## src/rtl/snoopy_bus_initiator.sv

```systemverilog
// Bus-side master for the snooping cache: wins the bus, writes back a dirty victim,
// fetches the requested line word by word, then commits data, tag and state.
module snoopy_bus_initiator #(
  parameter int OFFSET_WIDTH = 4,
  parameter int INDEX_WIDTH  = 4,
  parameter int TAG_WIDTH    = 8,
  parameter int DATA_WIDTH   = 16,
  parameter int STATE_WIDTH  = 2
) (
  input  logic                                          clock,
  input  logic                                          reset,
  input  logic                                          cpu_request,
  input  logic [1:0]                                    cpu_command,
  input  logic [TAG_WIDTH+INDEX_WIDTH+OFFSET_WIDTH-1:0] cpu_address,
  input  logic                                          victim_write_back,
  input  logic [TAG_WIDTH-1:0]                          victim_tag,
  input  logic [STATE_WIDTH-1:0]                        new_state,
  output logic                                          busy,
  output logic                                          done,
  output logic                                          bus_request,
  input  logic                                          bus_grant,
  output logic [1:0]                                    bus_command,
  output logic                                          bus_command_valid,
  output logic [TAG_WIDTH+INDEX_WIDTH+OFFSET_WIDTH-1:0] mem_address,
  output logic                                          mem_read_enable,
  output logic                                          mem_write_enable,
  output logic [DATA_WIDTH-1:0]                         mem_data_out,
  input  logic [DATA_WIDTH-1:0]                         mem_data_in,
  input  logic                                          mem_function_complete,
  output logic [INDEX_WIDTH-1:0]                        cache_index,
  output logic [OFFSET_WIDTH-1:0]                       cache_offset,
  input  logic [DATA_WIDTH-1:0]                         cache_data_in,
  output logic [DATA_WIDTH-1:0]                         cache_data_out,
  output logic                                          cache_write_data,
  output logic [TAG_WIDTH-1:0]                          cache_tag_out,
  output logic                                          cache_write_tag,
  output logic [STATE_WIDTH-1:0]                        cache_state_out,
  output logic                                          cache_write_state
);

  localparam int ADDR_WIDTH = TAG_WIDTH + INDEX_WIDTH + OFFSET_WIDTH;

  localparam logic [1:0] CMD_NONE           = 2'd0;
  localparam logic [1:0] CMD_BUS_INVALIDATE = 2'd3;

  typedef enum logic [2:0] {
    IDLE,
    ARBITRATE,
    WRITE_BACK,
    FETCH,
    INVALIDATE,
    COMMIT
  } state_t;

  state_t                  state, state_next;
  logic [OFFSET_WIDTH-1:0] word_count, word_count_next;
  logic                    releasing, releasing_next;
  logic                    last_word;
  logic                    accept_request;

  logic [TAG_WIDTH-1:0]    req_tag;
  logic [INDEX_WIDTH-1:0]  req_index;
  logic [1:0]              req_command;
  logic                    req_write_back;
  logic [TAG_WIDTH-1:0]    req_victim_tag;
  logic [STATE_WIDTH-1:0]  req_state;

  logic                    unused_offset_bits;
  assign unused_offset_bits = ^cpu_address[OFFSET_WIDTH-1:0];

  assign last_word      = &word_count;
  assign accept_request = (state == IDLE) && cpu_request && (cpu_command != CMD_NONE);

  // releasing marks the gap after an acknowledge: strobe stays low until complete falls
  always_ff @(posedge clock) begin
    if (reset) begin
      state          <= IDLE;
      word_count     <= '0;
      releasing      <= 1'b0;
      req_tag        <= '0;
      req_index      <= '0;
      req_command    <= CMD_NONE;
      req_write_back <= 1'b0;
      req_victim_tag <= '0;
      req_state      <= '0;
    end else begin
      state      <= state_next;
      word_count <= word_count_next;
      releasing  <= releasing_next;
      if (accept_request) begin
        req_tag        <= cpu_address[ADDR_WIDTH-1 -: TAG_WIDTH];
        req_index      <= cpu_address[OFFSET_WIDTH +: INDEX_WIDTH];
        req_command    <= cpu_command;
        req_write_back <= victim_write_back;
        req_victim_tag <= victim_tag;
        req_state      <= new_state;
      end
    end
  end

  always_comb begin
    state_next        = state;
    word_count_next   = word_count;
    releasing_next    = releasing;
    busy              = 1'b0;
    done              = 1'b0;
    bus_request       = 1'b0;
    bus_command       = CMD_NONE;
    bus_command_valid = 1'b0;
    mem_address       = '0;
    mem_read_enable   = 1'b0;
    mem_write_enable  = 1'b0;
    mem_data_out      = '0;
    cache_index       = '0;
    cache_offset      = '0;
    cache_data_out    = '0;
    cache_write_data  = 1'b0;
    cache_tag_out     = '0;
    cache_write_tag   = 1'b0;
    cache_state_out   = '0;
    cache_write_state = 1'b0;

    case (state)
      IDLE: begin
        word_count_next = '0;
        releasing_next  = 1'b0;
        if (accept_request) begin
          state_next = ARBITRATE;
        end
      end

      ARBITRATE: begin
        busy        = 1'b1;
        bus_request = 1'b1;
        cache_index = req_index;
        if (bus_grant) begin
          if (req_command == CMD_BUS_INVALIDATE) begin
            state_next = INVALIDATE;
          end else if (req_write_back) begin
            state_next = WRITE_BACK;
          end else begin
            state_next = FETCH;
          end
        end
      end

      WRITE_BACK: begin
        busy         = 1'b1;
        bus_request  = 1'b1;
        cache_index  = req_index;
        cache_offset = word_count;
        mem_address  = {req_victim_tag, req_index, word_count};
        mem_data_out = cache_data_in;
        if (!releasing) begin
          mem_write_enable = 1'b1;
          if (mem_function_complete) begin
            releasing_next = 1'b1;
          end
        end else if (!mem_function_complete) begin
          releasing_next  = 1'b0;
          word_count_next = word_count + 1'b1;
          if (last_word) begin
            state_next = FETCH;
          end
        end
      end

      // Each fetched word is written into the array in the cycle memory acknowledges it
      FETCH: begin
        busy              = 1'b1;
        bus_request       = 1'b1;
        bus_command       = req_command;
        bus_command_valid = 1'b1;
        cache_index       = req_index;
        cache_offset      = word_count;
        cache_data_out    = mem_data_in;
        mem_address       = {req_tag, req_index, word_count};
        if (!releasing) begin
          mem_read_enable = 1'b1;
          if (mem_function_complete) begin
            cache_write_data = 1'b1;
            releasing_next   = 1'b1;
          end
        end else if (!mem_function_complete) begin
          releasing_next  = 1'b0;
          word_count_next = word_count + 1'b1;
          if (last_word) begin
            state_next = COMMIT;
          end
        end
      end

      INVALIDATE: begin
        busy              = 1'b1;
        bus_request       = 1'b1;
        bus_command       = CMD_BUS_INVALIDATE;
        bus_command_valid = 1'b1;
        cache_index       = req_index;
        state_next        = COMMIT;
      end

      COMMIT: begin
        busy              = 1'b1;
        bus_request       = 1'b1;
        done              = 1'b1;
        cache_index       = req_index;
        cache_state_out   = req_state;
        cache_write_state = 1'b1;
        if (req_command != CMD_BUS_INVALIDATE) begin
          cache_tag_out   = req_tag;
          cache_write_tag = 1'b1;
        end
        state_next = IDLE;
      end

      default: begin
        state_next = IDLE;
      end
    endcase
  end

endmodule

```

## config.mk

```make
export PLATFORM = sky130hd
export DESIGN_NAME = snoopy_bus_initiator
export DESIGN_NICKNAME = d
export VERILOG_FILES = /design/src/rtl/snoopy_bus_initiator.sv
export SDC_FILE = /design/constraint.sdc
export NUM_CORES = 1
export LEC_CHECK = 0
export ABC_AREA = 1
export CORE_UTILIZATION = 37
export DETAILED_ROUTE_END_ITERATION = 10
export PLACE_DENSITY = 0.95
export RECOVER_POWER = 50
export SKIP_LAST_GASP = 1
export SLEW_MARGIN = 10
export SYNTH_ARGS = -nofsm -noshare
export SYNTH_HDL_FRONTEND = slang
export SYNTH_SLANG_ARGS = --single-unit
```

## constraint.sdc

```tcl
create_clock -name clock -period 2.1 [get_ports clock]
set_clock_uncertainty 0.05 [all_clocks]
set_input_delay 0.42 -clock clock [delete_from_list [all_inputs] [get_ports clock]]
set_output_delay 0.42 -clock clock [all_outputs]
set_load 0.02 [all_outputs]
```

* Word-level counts from Yosys, hierarchy flattened
Index checks and enable logic that the tools add are counted.
Storage, ports and cells: flip-flop bits (word level) 33, bits of input ports 66, output and inout port bits 77, word-level logic and storage cells 73
Cells by class: $add $sub $neg 1, equality and inequality tests 17, muxes and demuxes 35, reductions and logical operators 11
Operators with widths (count):
- $mux 16 | 2
- $pmux 16 s2 | 1
- $mux 3 | 9
- $ne 2x2->1 const B | 10
- $mux 4 | 4
- $mux 8 | 2
- $pmux 3 s5 | 1
- $mux 1 | 12
- $pmux 4 s2 | 1
- $reduce_and 8->1 | 1
- $eq 3x2->1 const B | 2
- $eq 3x3->1 const B | 2
- $reduce_or 5->1 | 1
- $add 4x1->4 const B | 1
- $pmux 2 s2 | 1
- $reduce_and 4->1 | 1
- $reduce_bool 2->1 | 2
- $reduce_or 2->1 | 2
- $eq 3x1->1 const B | 1
- $logic_not 3->1 | 1
- $reduce_and 3->1 | 1
- $eq 2x2->1 const B | 1
- $logic_and 1x1->1 | 2
- $mux 2 | 1
- other kinds (2) | 2

* Longest topological paths before layout
Gate-level depths: netlist of the first run.
depth after elaboration 5, depth in mapped cells 8, depth with buffers taken out 8

* Worst setup path after synthesis of the first run
OpenSTA, ideal clock, no wires.
path kind flip-flop to output port, start register state[2], end output cache_tag_out[0], data arrival time 1504 ps, data required time 1630 ps, slack 126 ps, stages on the path, launching flop included 7, path buffers 0, cells stage by stage dfxtp_1 -> inv_1 -> nor2_2 -> inv_2 -> nor2_4 -> inv_2 -> nor2_1
On the way: cells in the longest elaborated chain, start to end 2
Ends and longest elaborated chain:
- start, declared | RTL line 55 | state_t state, state_next;
- start signal, assigned | RTL line 87 | state <= state_next;
- $eq 3x3->1 | RTL line 123 | case (state)
- $mux 8 | RTL line 123
- end, declared | RTL line 35 | output logic [TAG_WIDTH-1:0] cache_tag_out,
No other way between the ends.

* Worst setup path after layout of the first run
start register state[1], end output mem_address[8]
On the way: cells in the longest elaborated chain, start to end 2, elaborated cells between the ends (all ways) 3, classes of those cells eq/ne (2); mux (1)
Ends and longest elaborated chain:
- $eq 3x2->1 | RTL line 123
- $pmux 16 s2 * | RTL line 123
- end, declared | RTL line 24 | output logic [TAG_WIDTH+INDEX_WIDTH+OFFSET_WIDTH-1:0] mem_address,
Mark *: on every way between the ends. The rest lies on a longest branch, timed or not.

==> results.sh, run 1 <==
export IMPL_outcome="completed"
export IMPL_drc_errors=0
export IMPL_synth_warnings=0
export IMPL_nets=538
export IMPL_finalHoldViolations=0
export IMPL_drt_first_iter_violations=109
export IMPL_dieArea_sq_um=5460
export IMPL_placed_cell_area_sq_um=3460
export IMPL_coreArea_sq_um=4850
export IMPL_grt_overflow=0
export IMPL_ant_nets=0
export IMPL_vias=2516
export IMPL_drive_above_1_share=0.201
export IMPL_fin_crit_ns=2.00
export IMPL_numCtsBuffers=5
export IMPL_max_stage_delay_ns=0.34
export IMPL_path_clk_slew_ns=0.07
export IMPL_power_leakage_uw=0.00173
export IMPL_design_area_sq_um=3380
export IMPL_clockBufferDepth=2
export IMPL_grt_max_degree=27
export IMPL_clock_latency_ns=0.28
export IMPL_worst_path_max_delay_cell="dfxtp_2"
export IMPL_cp_end_kind="primary output"
export IMPL_fp_dieW_um=73.9
export IMPL_setup_violations_final=0
export IMPL_io_buffers=138
export IMPL_fillers=432
export IMPL_grt_pass1_vias=2394
export IMPL_synth_fp_nets=384
export IMPL_gp_congestion=0.985
export IMPL_ys_types=24
export IMPL_p_per_area_nw_per_um2=678
export IMPL_syn_avg_cell_area_sq_um=6.03
export IMPL_area_delta_synth_final_pct=76.5
export IMPL_relSlewSlack=0.573
export IMPL_syn_area_sq_um=1910
export IMPL_grt_usage=0.248
export IMPL_vias_per_cell=4.67
export IMPL_n_antenna_cell=0
export IMPL_wl_mm=6.69
export IMPL_slew_viol_final=0
export IMPL_layout_common_cells="89 x nor2_1, 64 x inv_1, 60 x clkdlybuf4s50_1"
export IMPL_drt_pass1_iter_count=4
export IMPL_grt_pass1_wl_mm=10.3
export IMPL_hold_class="flip-flop to flip-flop"
export IMPL_wl_per_cell_um=12.4
export IMPL_rr_worst_depth=8
export IMPL_row_count=25
export IMPL_cts_tree="yes"
export IMPL_dpl_hpwl_mm=5.21
export IMPL_start_kind="flip-flop"
export IMPL_vdd_drop_max_uv=338
export IMPL_cts_max_level=2
export IMPL_die_h_um=73.9
export IMPL_crit_chain="inv_2 -> nor2_4 -> nand2_2 -> buf_4 -> o21ai_0 -> buf_2"
export IMPL_maxCapViolCount=0
export IMPL_required_ns=1.63
export IMPL_period_share=0.953
export IMPL_power_uw=2290
export IMPL_critPathMaxFanout=8
export IMPL_worstPathArrival_ns=1.53
export IMPL_cts_hold_buffers=0
export IMPL_cts_root_buf="clkbuf_8"
export IMPL_start_util=0.395
export IMPL_seq_area_frac_synth=0.345
export IMPL_rsz0062_at_grt="false"
export IMPL_max_freq_mhz=500
export IMPL_io_pin_count=143
export IMPL_synthCells=317
export IMPL_clock_sinks=33
export IMPL_tightest_slew_ns=0.640
export IMPL_antenna_found_initial=0
export IMPL_holdPathStages=2
export IMPL_final_common_cell="nor2_1"
export IMPL_ys_ff_latch=33
export IMPL_critical_path_class="flip-flop to primary output"
## stage by stage
step	setup TNS (ns)	std cells	hold WS (ns)	setup slack [ns]	utilization
after global placement	-0.736	528	0.390	-0.140	0.715
after CTS	-0.127	538	0.413	-0.127	0.733
after floorplan	0	317	0.380	0.126	-
after global routing	0	539	0.447	0.00379	0.697
after detailed placement	-1.42	528	0.403	-0.159	0.715
final	0	539	0.418	0.0995	0.697
## metal layers
layer / global-route usage / part of all wire / wire length [um]
met5: 0 / 0 / 0
met4: 0.118 / 0.028 / 186
met3: 0.0754 / 0.094 / 631
met2: 0.470 / 0.51 / 3420
met1: 0.242 / 0.37 / 2460
## worst max-delay path, delay by kind of cell, from the launching register on
kind                   cells  cell delay (ns)
AND/OR/NAND/NOR            2             0.29
AO/OA/AOI/OAI              1             0.19
flip-flops                 1             0.34
buffers and inverters      3             0.42
## cells in the mapped netlist
library cell	instances	area, sq um
a21oi_1	20	100
nor3_1	1	5.00
nand4_1	1	6.26
xor2_1	1	8.76
buf_1	1	3.75
o21ai_1	2	10.0
nand2_2	2	12.5
nand3_1	17	85.1
nor2_2	2	12.5
inv_1	64	240
nand2_1	23	86.3
nor2_4	2	22.5
inv_2	4	15.0
dfxtp_1	33	661
nor2_1	89	334
nand2_4	1	11.3
a21oi_2	1	8.76
o21ai_0	35	175
ha_1	1	12.5
buf_6	1	11.3
a211oi_1	2	15.0
clkbuf_1	3	11.3
buf_2	7	35.0
buf_4	4	30.0
## cell type report
class	instances	area (sq um)	share of cell area
Timing Repair Buffer	163	1350	0.398
Tap cell	67	83.8	0.0248
Clock buffer	7	86.3	0.0256
Clock inverter	1	30.0	0.00889
Multi-Input combinational cell	200	912	0.270
Inverter	68	255	0.0756
Sequential cell	33	664	0.197
## state kept, by name (all words and copies together), names as in the netlist
register	cells
req_command	2
req_write_back	1
req_tag	8
req_victim_tag	8
req_index	4
req_state	2
releasing	1
state	3
word_count	4
## where the power goes
part           switching [uW]  total [uW]  internal [uW]
sequential               45.5         766            720
clock                     231         618            387
combinational             533         906            373
total                     810        2290           1480
## logic make-up (layout without fill, tap and decap cells)
logic type      Yosys count  in the layout  share of synthesized area
fa+ha+maj                 1              1                    0.00654
xor+xnor                  1              1                    0.00458
flops                    33             33                      0.345
buf+inv                  84            239                      0.181
compound gates           60             60                      0.162
simple gates            138            138                      0.301
## repair_timing
action	4_1_cts	5_1_grt
buffers inserted	2	1
endpoints found under the setup margin	75	63
endpoints found under the hold margin	0	0
resized for setup	154	72
## worst paths after layout
kind                                     from                          end  slack, ns
setup reg to reg        state[1]$_SDFFE_PP0P_    req_index[1]$_SDFFE_PP0P_       0.31
hold reg to reg   req_write_back$_SDFFE_PP0P_  req_write_back$_SDFFE_PP0P_       0.42
setup / recovery        state[1]$_SDFFE_PP0P_               mem_address[8]        0.1
hold / removal    req_write_back$_SDFFE_PP0P_  req_write_back$_SDFFE_PP0P_       0.42
Note: power is estimated with default switching activity, not from simulation.
==> run 2, diff against run 1 <==
Settings changed: CORE_ASPECT_RATIO set to 0.7.
==> results.sh, run 2 (synthesis results as in run 1) <==
export IMPL_reg_top3="req_tag x8, req_victim_tag x8"
export IMPL_drc_errors=0
export IMPL_wl_mm=6.54
export IMPL_hold_class="flip-flop to flip-flop"
export IMPL_grt_usage=0.239
export IMPL_final_setup_tns_ns=0
export IMPL_gp_congestion=0.906
export IMPL_final_common_cell="nor2_1"
export IMPL_clock_sinks=33
export IMPL_nets=535
export IMPL_power_leakage_uw=0.00166
export IMPL_critical_path_class="flip-flop to primary output"
export IMPL_fin_crit_ns=2.02
export IMPL_worst_path_max_delay_cell="dfxtp_1"
export IMPL_post_route_util=0.661
export IMPL_coreArea_sq_um=4890
export IMPL_r2r_start="state[1]$_SDFFE_PP0P_"
export IMPL_crit_reg2reg_capture="req_victim_tag[0]$_SDFFE_PP0P_"
export IMPL_holdWs_ns=0.414
export IMPL_max_freq_mhz=495
export IMPL_drive_above_1_share=0.192
export IMPL_start_util=0.391
export IMPL_die_h_um=62.2
export IMPL_row_count=21
export IMPL_grt_overflow=0
export IMPL_p_per_area_nw_per_um2=690
export IMPL_multi_input_area_sq_um=902
export IMPL_drt_first_iter_violations=162
export IMPL_seqPwrFrac=0.342
export IMPL_swShare=0.353
export IMPL_relSlewSlack=0.541
export IMPL_cts_root_buf="clkbuf_8"
export IMPL_numCtsBuffers=5
export IMPL_dpl_hpwl_mm=5.18
export IMPL_cts_setup_buffers=0
export IMPL_critPathMaxFanout=4
export IMPL_io_pin_count=143
export IMPL_crit_chain="inv_2 -> nand2_1 -> nor2_2 -> inv_2 -> nor2_4 -> buf_4 -> dlygate4sd2_1"
export IMPL_layout_common_cells="89 x nor2_1, 64 x inv_1, 60 x clkdlybuf4s50_1"
export IMPL_drt_pass1_iter_count=5
export IMPL_start_kind="flip-flop"
export IMPL_rr_worst_depth=8
export IMPL_regArea_sq_um=663
export IMPL_cts_max_level=2
export IMPL_maxCapViolCount=0
export IMPL_fillers=481
export IMPL_placed_cell_area_sq_um=3450
export IMPL_outcome="completed"
export IMPL_grt_pass1_wl_mm=10.2
export IMPL_cp_common_cell="inv_2"
export IMPL_slew_viol_final=0
export IMPL_rsz0062_at_grt="true"
export IMPL_ant_nets=0
export IMPL_p_comb_frac=0.381
export IMPL_cts_hold_buffers=0
export IMPL_vias=2461
export IMPL_clkPwrFrac=0.277
export IMPL_setup_violations_final=0
export IMPL_fp_dieW_um=87.9
export IMPL_vias_per_cell=4.57
export IMPL_wl_per_cell_um=12.2
export IMPL_clock_latency_ns=0.29
export IMPL_vdd_drop_max_uv=457
export IMPL_required_ns=1.63
export IMPL_max_stage_delay_ns=0.32
export IMPL_worstPathArrival_ns=1.55
export IMPL_dieArea_sq_um=5470
export IMPL_design_area_sq_um=3230
export IMPL_hold_end="req_state[0]$_SDFFE_PP0P_"
export IMPL_reg2reg_slack_ns=0.23
export IMPL_path_buf_inv=4
export IMPL_p_switching_uw=787
export IMPL_cp_end_kind="primary output"
export IMPL_area_delta_synth_final_pct=68.9
export IMPL_holdPathStages=2
export IMPL_intPower_uw=1440
export IMPL_n_antenna_cell=0
export IMPL_grt_max_degree=46
export IMPL_path_clk_slew_ns=0.07
export IMPL_period_share=0.962
export IMPL_cts_tree="yes"
export IMPL_finalHoldViolations=0
export IMPL_tightest_slew_ns=0.686
export IMPL_crit_family="buffers and inverters"
export IMPL_antenna_found_initial=0
export IMPL_hold_start="req_state[0]$_SDFFE_PP0P_"
export IMPL_grt_pass1_vias=2320
export IMPL_io_buffers=138
export IMPL_clockBufferDepth=2
run 2: repair_timing:
| action | in CTS | in global routing |
|---|---|---|
| cloned | 0 | 0 |
| setup endpoints to repair | 75 | 69 |
| resized for setup | 127 | 107 |
run 2: per-layer routing:
layer / track usage / vias up / routed length, um
met5: 0 / - / 0
met4: 0.0574 / 0 / 18
met3: 0.0625 / 2 / 647
met2: 0.426 / 113 / 3140
met1: 0.282 / 1090 / 2730
li1: - / 1256 / -
run 2: power by group through the flow:
stage	combinational (uW)	sequential [uW]	clock, uW
2_1_floorplan	522	766	0
3_3_place_gp	900	768	0
4_1_cts	877	761	625
5_1_grt	939	772	663
3_5_place_dp	925	774	0
6_report	849	763	617
run 2: stage by stage:
stage	power [uW]	setup WS (ns)	cells
floorplan	1290	0.126	317
global placement	1670	-0.111	530
detailed placement	1700	-0.128	530
CTS	2260	0.000245	538
global route	2370	-0.0154	538
finish	2230	0.0798	538
run 2: area by class of cell:
class	instances	area share
clock buffer	7	0.0267
clock inverter	1	0.00930
inverter	68	0.0790
multi-input combinational	200	0.279
sequential	33	0.205
tap	69	0.0267
timing repair buffer	160	0.374
run 2: worst max-delay path by stage:
| stage | to | cells past startpoint | startpoint | slack (ns) |
|---|---|---|---|---|
| CTS | cache_data_out[5] | 7 | state[1]$_SDFFE_PP0P_ | 0.0002 |
| global placement | cache_write_data | 4 | mem_function_complete | -0.11 |
| global route | cache_index[1] | 8 | state[1]$_SDFFE_PP0P_ | -0.02 |
| detailed placement | cache_write_data | 4 | mem_function_complete | -0.13 |
| floorplan | cache_tag_out[0] | 6 | state[2]$_SDFFE_PP0P_ | 0.13 |
| finish | cache_write_tag | 7 | state[1]$_SDFFE_PP0P_ | 0.08 |
run 2: tightest hold or removal path: stages (launching register included):
cell	delay (ns)
dfxtp_1	0.30
inv_1	0.06
a21oi_1	0.06
==> run 3, diff against run 2 <==
Settings changed: TNS_END_PERCENT set to 5.
==> results.sh, run 3 (synthesis results as in run 1) <==
export IMPL_outcome="complete, but fails checks"
export IMPL_violations="setup timing"
export IMPL_cts_tree="yes"
export IMPL_intPower_uw=1480
export IMPL_grt_overflow=0
export IMPL_vias_per_cell=4.58
export IMPL_top_usage_layer="met2"
export IMPL_dieArea_sq_um=5470
export IMPL_setup_ws_ns=-0.277
export IMPL_io_pin_count=143
export IMPL_cts_root_buf="clkbuf_8"
export IMPL_drt_first_iter_violations=168
export IMPL_finalHoldViolations=0
export IMPL_row_count=21
export IMPL_use_met2=0.427
export IMPL_dpl_cell_count=530
export IMPL_max_freq_mhz=421
export IMPL_dpl_hpwl_mm=5.18
export IMPL_vdd_drop_max_uv=459
export IMPL_wl_mm=6.42
export IMPL_reg_top3="req_tag x8, req_victim_tag x8"
export IMPL_p_comb_frac=0.391
export IMPL_grt_pass1_vias=2337
export IMPL_io_buffers=138
export IMPL_start_util=0.391
export IMPL_seqPwrFrac=0.336
export IMPL_grt_pass1_wl_mm=10.2
export IMPL_clock_sinks=33
export IMPL_relSlewSlack=0.545
export IMPL_cts_max_level=2
export IMPL_fin_crit_ns=2.38
export IMPL_period_share=1.13
export IMPL_use_met1=0.276
export IMPL_coreArea_sq_um=4890
export IMPL_gp_congestion=0.906
export IMPL_swShare=0.347
export IMPL_setup_violations_final=54
export IMPL_wl_per_cell_um=11.9
export IMPL_drt_pass1_iter_count=4
export IMPL_reg2reg_slack_ns=0.23
export IMPL_rsz0062_at_grt="true"
export IMPL_clockBufferDepth=2
export IMPL_area_delta_synth_final_pct=83.3
export IMPL_n_antenna_cell=0
export IMPL_critPathMaxFanout=11
export IMPL_cp_end_kind="primary output"
export IMPL_fp_dieW_um=87.9
export IMPL_maxCapViolCount=0
export IMPL_grtUsageMet3=0.0625
export IMPL_nets=535
export IMPL_grt_max_degree=46
export IMPL_slew_viol_final=0
export IMPL_start_kind="flip-flop"
export IMPL_critical_path_class="flip-flop to primary output"
export IMPL_clkPwrFrac=0.273
export IMPL_grt_usage=0.237
export IMPL_drive_above_1_share=0.0917
export IMPL_fin_cells=538
export IMPL_design_area_sq_um=3510
export IMPL_numCtsBuffers=5
export IMPL_tightest_slew_ns=0.680
export IMPL_path_clk_slew_ns=0.06
export IMPL_dpl_worst_slack_ns=-0.128
export IMPL_final_setup_tns_ns=-4.67
export IMPL_holdWs_ns=0.412
export IMPL_p_per_area_nw_per_um2=646
export IMPL_final_common_cell="nor2_1"
export IMPL_placed_cell_area_sq_um=3450
export IMPL_vias=2464
export IMPL_clock_latency_ns=0.29
export IMPL_worstPathArrival_ns=1.91
export IMPL_power_leakage_uw=0.00186
export IMPL_layout_common_cells="89 x nor2_1, 83 x clkdlybuf4s50_1, 64 x inv_1"
export IMPL_die_h_um=62.2
export IMPL_ant_nets=0
export IMPL_p_switching_uw=787
export IMPL_hold_class="flip-flop to flip-flop"
export IMPL_drc_errors=0
export IMPL_antenna_found_initial=0
export IMPL_required_ns=1.63
run 3: cell types whose count changed in the layout (fill, tap and decap cells not counted), sizes merged:
| cell | change |
|---|---|
| clkdlybuf4s15 | -4 |
| dlygate4sd2 | +38 |
| dlymetal6s2s | +3 |
| clkdlybuf4s50 | +23 |
| dlygate4sd3 | +1 |
| clkbuf | -51 |
| buf | -10 |
run 3: critical path: stages (launching register included):
cell and delay (ns):
dfxtp_1 0.35, inv_2 0.07, nor2_4 0.10, buf_4 0.17, inv_1 0.06, buf_4 0.18, nor2_1 0.09, clkdlybuf4s50_1 0.60
run 3: power groups by stage:
| stage | Sequential (uW) | Clock (uW) | Combinational, uW |
|---|---|---|---|
| after floorplan | 766 | 0 | 522 |
| after global placement | 768 | 0 | 900 |
| after detailed placement | 774 | 0 | 925 |
| after CTS | 761 | 625 | 895 |
| final | 761 | 618 | 886 |
| after global routing | 771 | 663 | 972 |
run 3: layout make-up:
class                   count  area (sq um)
fillers                   427          1380
repair buffers            160          1480
multi-input cells         200           902
clock buffers               7          86.3
well taps                  69          86.3
inverters                  68           255
flip-flops and latches     33           662
clock inverters             1          30.0
run 3: repair_timing:
| item | CTS | global route |
|---|---|---|
| endpoints found under the setup margin | 75 | 77 |
| resized for setup | 58 | 3 |
| gates cloned | 0 | 0 |
| pin swaps | 0 | 0 |
| hold buffers | 0 | 0 |
| setup buffers | 0 | 0 |
run 3: final timing paths:
path | from | endpoint | depth (start not counted)
worst max register to register | state[1]$_SDFFE_PP0P_ | req_victim_tag[0]$_SDFFE_PP0P_ | 8
worst min register to register | req_state[0]$_SDFFE_PP0P_ | req_state[0]$_SDFFE_PP0P_ | 2
worst max-delay path | state[1]$_SDFFE_PP0P_ | mem_address[4] | 7
worst min-delay path | req_state[0]$_SDFFE_PP0P_ | req_state[0]$_SDFFE_PP0P_ | 2
run 3: stage by stage:
step	util	power, uW
final	0.717	2260
after global routing	0.717	2410
after CTS	0.718	2280
after detailed placement	0.707	1700
after global placement	0.707	1670
after floorplan	-	1290
run 3: metal layers:
metal	wire length, um	vias to the layer above
met5	0	-
li1	-	1258
met3	625	8
met2	3090	110
met1	2650	1088
met4	59	0
